File: src/rtl/i2s_pkg.sv
// Shared types, per-mode constants and slot helpers for the I2S RX sample packer.
package i2s_pkg;

    typedef enum logic [1:0] {
        PACK_32   = 2'b00,
        PACK_16   = 2'b01,
        PACK_8    = 2'b10,
        PACK_RSVD = 2'b11
    } pack_mode_e;

    localparam int SLOTS_32 = 1;
    localparam int SLOTS_16 = 2;
    localparam int SLOTS_8  = 4;

    localparam int WIDTH_32 = 32;
    localparam int WIDTH_16 = 16;
    localparam int WIDTH_8  = 8;

    // Index of the slot that completes a word; the reserved mode behaves like 32-bit.
    function automatic logic [1:0] last_slot(input pack_mode_e mode);
        case (mode)
            PACK_16: return 2'(SLOTS_16 - 1);
            PACK_8:  return 2'(SLOTS_8 - 1);
            default: return 2'(SLOTS_32 - 1);
        endcase
    endfunction

    // Place the low bits of a sample into slot 'slot' of the accumulator.
    function automatic logic [31:0] insert_slot(input logic [31:0] acc,
                                                input logic [31:0] data,
                                                input logic [1:0]  slot,
                                                input pack_mode_e  mode);
        logic [31:0] res;
        logic [4:0]  base;
        res  = acc;
        base = 5'd0;
        case (mode)
            PACK_16: begin
                base = {slot[0], 4'b0000};
                res[base +: WIDTH_16] = data[WIDTH_16-1:0];
            end
            PACK_8: begin
                base = {slot, 3'b000};
                res[base +: WIDTH_8] = data[WIDTH_8-1:0];
            end
            default: res = data[WIDTH_32-1:0];
        endcase
        return res;
    endfunction

endpackage

File: src/rtl/i2s_pack_out_stage.sv
// Output register of the sample packer: holds a packed word until the
// downstream side takes it, and remembers whether it came from a flush.
module i2s_pack_out_stage (
    input  logic        clk_i,
    input  logic        rst_i,
    input  logic        load_i,
    input  logic [31:0] load_data_i,
    input  logic        load_partial_i,
    input  logic        out_ready_i,
    output logic [31:0] out_data_o,
    output logic        out_valid_o,
    output logic        out_partial_o,
    output logic        free_o
);

    logic [31:0] data_q, data_d;
    logic        valid_q, valid_d;
    logic        partial_q, partial_d;

    // A new word may be loaded when the register is empty or being drained this cycle.
    always_comb begin
        free_o    = ~valid_q | out_ready_i;
        data_d    = data_q;
        valid_d   = valid_q;
        partial_d = partial_q;
        if (load_i) begin
            data_d    = load_data_i;
            valid_d   = 1'b1;
            partial_d = load_partial_i;
        end else if (valid_q && out_ready_i) begin
            valid_d   = 1'b0;
            partial_d = 1'b0;
        end
    end

    // Output register state.
    always_ff @(posedge clk_i or posedge rst_i) begin
        if (rst_i) begin
            data_q    <= '0;
            valid_q   <= 1'b0;
            partial_q <= 1'b0;
        end else begin
            data_q    <= data_d;
            valid_q   <= valid_d;
            partial_q <= partial_d;
        end
    end

    assign out_data_o    = data_q;
    assign out_valid_o   = valid_q;
    assign out_partial_o = partial_q;

endmodule

File: src/rtl/i2s_rx_sample_packer.sv
// Packs 32/16/8-bit I2S receive samples into 32-bit words for the uDMA RX channel.
// Optional idle auto-flush is built when I2S_RX_PACKER_TIMEOUT_EN is defined.
module i2s_rx_sample_packer
    import i2s_pkg::*;
#(
    parameter int unsigned TIMEOUT_W = 16
) (
    input  logic                 clk_i,
    input  logic                 rst_i,
    input  logic                 cfg_en_i,
    input  logic [1:0]           cfg_pack_mode_i,
    input  logic [TIMEOUT_W-1:0] cfg_timeout_i,
    input  logic                 flush_i,
    input  logic [31:0]          in_data_i,
    input  logic                 in_valid_i,
    output logic                 in_ready_o,
    output logic [31:0]          out_data_o,
    output logic                 out_valid_o,
    input  logic                 out_ready_i,
    output logic                 out_partial_o,
    output logic                 busy_o
);

    logic [31:0] acc_q, acc_d;
    logic [1:0]  cnt_q, cnt_d;
    logic        flush_pend_q, flush_pend_d;
    pack_mode_e  mode_q, mode_d;

    pack_mode_e  mode_cur;
    logic        mode_chg;
    logic        is_last;
    logic        accept;
    logic        flush_req;
    logic        out_free;
    logic [31:0] acc_ins;
    logic        load;
    logic [31:0] load_data;
    logic        load_partial;

    // Handshake: the last slot may only be taken when the output register can accept the word.
    always_comb begin
        mode_cur   = pack_mode_e'(cfg_pack_mode_i);
        mode_chg   = (mode_cur != mode_q);
        is_last    = (cnt_q >= last_slot(mode_cur));
        in_ready_o = ~rst_i & cfg_en_i & ~flush_pend_q & (~is_last | out_free);
        accept     = in_valid_i & in_ready_o;
        acc_ins    = insert_slot(acc_q, in_data_i, cnt_q, mode_cur);
        busy_o     = (cnt_q != 2'd0) | flush_pend_q;
    end

`ifdef I2S_RX_PACKER_TIMEOUT_EN
    logic [TIMEOUT_W-1:0] idle_q, idle_d;
    logic                 timeout_hit;

    // Idle counter: counts cycles a partial word sits untouched and fires an internal flush.
    always_comb begin
        timeout_hit = cfg_en_i & ~flush_pend_q & (cnt_q != 2'd0) &
                      (cfg_timeout_i != '0) & (idle_q >= cfg_timeout_i);
        flush_req   = flush_i | timeout_hit;
        idle_d      = idle_q + 1'b1;
        if (!cfg_en_i || accept || flush_req || flush_pend_q || mode_chg || (cnt_q == 2'd0)) begin
            idle_d = '0;
        end
    end

    // Idle counter register.
    always_ff @(posedge clk_i or posedge rst_i) begin
        if (rst_i) begin
            idle_q <= '0;
        end else begin
            idle_q <= idle_d;
        end
    end
`else
    logic unused_timeout;

    // Without the idle timer only the explicit request can flush.
    always_comb begin
        flush_req      = flush_i;
        unused_timeout = ^cfg_timeout_i;
    end
`endif

    // Accumulator update, word completion and flush sequencing.
    always_comb begin
        acc_d        = acc_q;
        cnt_d        = cnt_q;
        flush_pend_d = flush_pend_q;
        mode_d       = mode_cur;
        load         = 1'b0;
        load_data    = acc_q;
        load_partial = 1'b0;
        if (!cfg_en_i) begin
            acc_d        = '0;
            cnt_d        = 2'd0;
            flush_pend_d = 1'b0;
        end else if (flush_pend_q) begin
            if (out_free) begin
                load         = 1'b1;
                load_data    = acc_q;
                load_partial = 1'b1;
                acc_d        = '0;
                cnt_d        = 2'd0;
                flush_pend_d = 1'b0;
            end
        end else if (accept && is_last) begin
            load      = 1'b1;
            load_data = acc_ins;
            acc_d     = '0;
            cnt_d     = 2'd0;
        end else begin
            if (accept) begin
                acc_d = acc_ins;
                cnt_d = cnt_q + 2'd1;
            end
            if (flush_req && (accept || (cnt_q != 2'd0))) begin
                flush_pend_d = 1'b1;
            end
        end
        if (mode_chg) begin
            acc_d        = '0;
            cnt_d        = 2'd0;
            flush_pend_d = 1'b0;
        end
    end

    // Accumulator, slot count, pending flush and registered mode.
    always_ff @(posedge clk_i or posedge rst_i) begin
        if (rst_i) begin
            acc_q        <= '0;
            cnt_q        <= 2'd0;
            flush_pend_q <= 1'b0;
            mode_q       <= PACK_32;
        end else begin
            acc_q        <= acc_d;
            cnt_q        <= cnt_d;
            flush_pend_q <= flush_pend_d;
            mode_q       <= mode_d;
        end
    end

    i2s_pack_out_stage u_out_stage (
        .clk_i          (clk_i),
        .rst_i          (rst_i),
        .load_i         (load),
        .load_data_i    (load_data),
        .load_partial_i (load_partial),
        .out_ready_i    (out_ready_i),
        .out_data_o     (out_data_o),
        .out_valid_o    (out_valid_o),
        .out_partial_o  (out_partial_o),
        .free_o         (out_free)
    );

endmodule

File: config.mk
export PLATFORM = sky130hd
export DESIGN_NAME = i2s_rx_sample_packer
export DESIGN_NICKNAME = d
export VERILOG_FILES = /design/src/rtl/i2s_pkg.sv /design/src/rtl/i2s_pack_out_stage.sv /design/src/rtl/i2s_rx_sample_packer.sv
export SDC_FILE = /design/constraint.sdc
export NUM_CORES = 1
export LEC_CHECK = 0
export BUFFER_PORTS_ARGS = -buffer_cell sky130_fd_sc_hd__clkbuf_2
export CAP_MARGIN = 20
export CORE_AREA = 2 2 103 105
export CTS_CLUSTER_DIAMETER = 50
export CTS_CLUSTER_SIZE = 20
export DETAILED_ROUTE_END_ITERATION = 12
export DIE_AREA = 0 0 105 107
export GPL_ROUTABILITY_DRIVEN = 1
export GPL_TIMING_DRIVEN = 0
export PLACE_DENSITY = 0.66
export SLEW_MARGIN = 10
export SYNTH_ARGS = -nofsm -noshare
export SYNTH_HDL_FRONTEND = slang
export SYNTH_SLANG_ARGS = --single-unit
File: constraint.sdc
create_clock -name clk_i -period 3.1 [get_ports clk_i]
set_clock_uncertainty 0.05 [all_clocks]
set_input_delay 0 -clock clk_i [delete_from_list [all_inputs] [get_ports clk_i]]
set_output_delay 0 -clock clk_i [all_outputs]
set_load 0.02 [all_outputs]
==> metrics.csv <==
stage,metric,value,unit
status,run_status,"finished, violations left",
status,failing_checks,negative hold slack,
cells_and_area,final_common_cell,clkbuf_2,
route,avgRoutedWirePerCell,21.4,um
grt,global_route_wire_length_before_repair,22600,um
synthesis,count_of_mapped_cells_out_of_synthesis,418,
setup_path,cp_slowest_cell,nor3_1,
timing,timing.final.crit_period,2.98,ns
cells_and_area,area_growth,25.4,%
worst_hold_path,holdCritPathClass,in -> reg,
cells_and_area,num_antenna_cells,0,
cells_and_area,num-nets-final,600,
synthesis,synth_area_leaders,"dfrtp_1, mux2i_1, nand4_1, o41ai_2, mux2_1",
cts,clk_path_buf_depth,2,
route,vias_per_cell,6.34,
timing,tns,0,ns
setup_path,kind_of_critical_path,reg -> reg,
placement,place.detailed.instances,630,
synthesis,netlist_area,4440,um^2
synthesis,synth_compound_area_frac,0.242,
route,antenna_violating_nets_post_route,0,
route,route.vias.total,4285,
cells_and_area,layout_common_cells,"clkbuf_2, dfrtp_1, mux2i_1, nand4_1, dlygate4sd3_1",
die,num_io_pins,92,
synthesis,ys_async_sr_fraction,1.00,
cts,clock-root-buffer,clkbuf_8,
flow_run,maxCapViolations,0,
timing,worst_slew_margin_rel,0.337,
die,die-area,11200,um^2
setup_path,r2r_slack,0.12,ns
setup_path,cp.arrival,3.18,ns
cells_and_area,post_route_cells_drive_above_1_share,0.241,
timing,setup_slack,0.118,ns
placement,routabilityCongestion,0.880,
placement,hpwl,9920,um
die,core,10100,um^2
synthesis,largest_family_of_logic_cells_by_synthesized_area,compound AO/OA/AOI/OAI gates,
synthesis,synthSimpleGateAreaFrac,0.129,
synthesis,yosys.cell_types.count,43,
timing,hold_slack,-0.00189,ns
timing,post-route-period-util,0.962,
synthesis,yosysTopAreaCellShare,0.400,
setup_path,critical_path_buf_inv_count,2,
placement,numPortBuffers,75,
setup_path,worst-endpoint-required,3.30,ns
grt,grt_max_degree,48,
grt,overflow,0,
timing,fmax,0.335,GHz
setup_path,critical_path.endpoint_type,flip-flop,
route,detail_route.first_pass.iterations,6,
synthesis,xor_xnor_share_of_the_synthesized_area,0.00395,
synthesis,synth-edff-count,0,
grt,initial_antenna_violation_count,0,
synthesis,syn_area_per_cell,10.6,um^2
synthesis,synthesis.nets,483,
setup_path,cpPeakStageDelay,0.84,ns
synthesis,muxShareOfSynthArea,0.153,
placement,dp_slack,-0.423,ns
cells_and_area,fillers,941,
route,detail_route.iter0.violations,358,
timing,tightest_slew,0.986,ns
synthesis,synth_largest_area_cell,dfrtp_1,
cts,numCtsBuffers,9,
grt,via_count_of_the_first_global_routing_pass,4127,
synthesis,post_synthesis_share_of_cell_area_spent_on_full_adders_half_adders_and_majority_gates,0.0254,
route,drc,0,
power,vdd.ir_drop.worst,0.263,mV
setup_path,setup.worst_path.start_class,flip-flop,
timing,grt_setup_unrepaired,no,
cts,clk_slew_on_worst_s_h_paths,0.08,ns
grt,grt_use_total,0.260,
timing,slew_viol_final,0,
cells_and_area,final_cell_count_no_fill,676,
cts,tritoncts,done,
synthesis,synth_warnings,0,
power,p_leak,2.58,nW
timing,final-hold-violation-count,1,
timing,setup_violations,0,
die,rows,37,
cts,clk-insertion-delay-late,0.36,ns
synthesis,yosysSeqAreaShare,0.400,
die,starting_utilization_of_the_core_area,0.440,
cts,clock_tree.htree_level_count,3,
setup_path,worst-path-max-fanout,10,
setup_path,crit_chain,clkbuf_4 -> inv_1 -> ha_1 -> nand3b_1 -> nor3_1 -> a222oi_1 -> o31ai_1,
setup_path,cpLargestDelayFamily,simple AND/OR/NAND/NOR gates,
die,die_w,105,um
power,power_per_cell_area,551,nW/um^2
route,totalWireLength,14500,um
die,dieHeight,107,um
synthesis,dominantRegCellSynth,dfrtp_1,
cts,tritoncts_sinks,71,
synthesis,postSynthRegisterBits,71,
power,power.total,0.00307,W
==> power breakdown <==
| part | switching (W) | internal (W) |
|---|---|---|
| clock | 0.000392 | 0.000537 |
| combinational | 0.000591 | 0.000358 |
| sequential | 0.000105 | 0.00108 |
| total | 0.00109 | 0.00198 |
==> sequential cells by signal, indices dropped and copies added (netlist names) <==
name	flops
u_out_stage.out_data_o	32
u_out_stage.out_valid_o	1
cnt_q	2
u_out_stage.out_partial_o	1
mode_q	2
acc_q	32
flush_pend_q	1
==> worst paths after layout <==
path / start / cells past startpoint / to
max in group asynchronous: rst_i / 4 / acc_q[7]
worst max register to register: cnt_q[0] / 7 / acc_q[11]
min in group asynchronous: rst_i / 3 / mode_q[0]
worst min-delay path: in_data_i[28] / 3 / acc_q[28]
worst max-delay path: cnt_q[0] / 7 / acc_q[11]
worst min register to register: u_out_stage.out_partial_o / 1 / u_out_stage.out_partial_o
==> worst register-to-register path, stage by stage, from the launching register on <==
cell	delay, ns
dfrtp_2	0.43
clkbuf_4	0.24
inv_1	0.15
ha_1	0.41
nand3b_1	0.19
nor3_1	0.84
a222oi_1	0.28
o31ai_1	0.30
==> cell usage after synthesis (all sizes together), types with 9 or more instances <==
master / n
a21o: 16
a21oi: 21
a221o: 16
buf: 13
clkbuf: 25
dfrtp: 71
ha: 9
mux2: 16
mux2i: 50
nand2: 9
nand4: 32
nor2: 18
nor3: 20
o2bb2ai: 16
o31ai: 16
o41ai: 16
==> cell type report <==
type,count,area (um^2),area share
sequential,71,1780,0.319
multi-input combinational,301,2460,0.442
timing repair buffer,106,696,0.125
buffer,38,184,0.0330
clock buffer,9,124,0.0223
clock inverter,7,121,0.0218
tap,136,170,0.0306
inverter,8,32.5,0.00585
==> metal layers <==
layer  GRT usage  vias to the layer above  share of wire
li1            -                     1910              -
met1       0.357                     2084           0.43
met2       0.423                      266           0.47
met3      0.0298                       25          0.084
met4      0.0971                        0          0.015
met5           0                        -              0
==> timing repair <==
action	in CTS	in global routing
pin swaps	0	0
setup endpoints to repair	21	27
resized for setup	6	4
buffers inserted	0	3
hold buffers	27	0
hold endpoints to repair	97	0
==> cell families after synthesis <==
group                      after synthesis
AOI/OAI and AO/OA                      125
xor gates and xnor gates                 2
adders and majority gates                9
buffers and inverters                   46
DFF                                     71
muxes                                   66
and+or+nand+nor                         99
==> metrics by stage <==
step                 util  hold WS [ns]  area, um^2
floorplan               -       -0.0186        4440
global placement    0.494         0.116        4980
detailed placement  0.497       -0.0153        5010
CTS                 0.549       0.00650        5540
global route        0.551        0.0270        5570
finish              0.551      -0.00189        5570
Power figures use the tool's default switching activity.
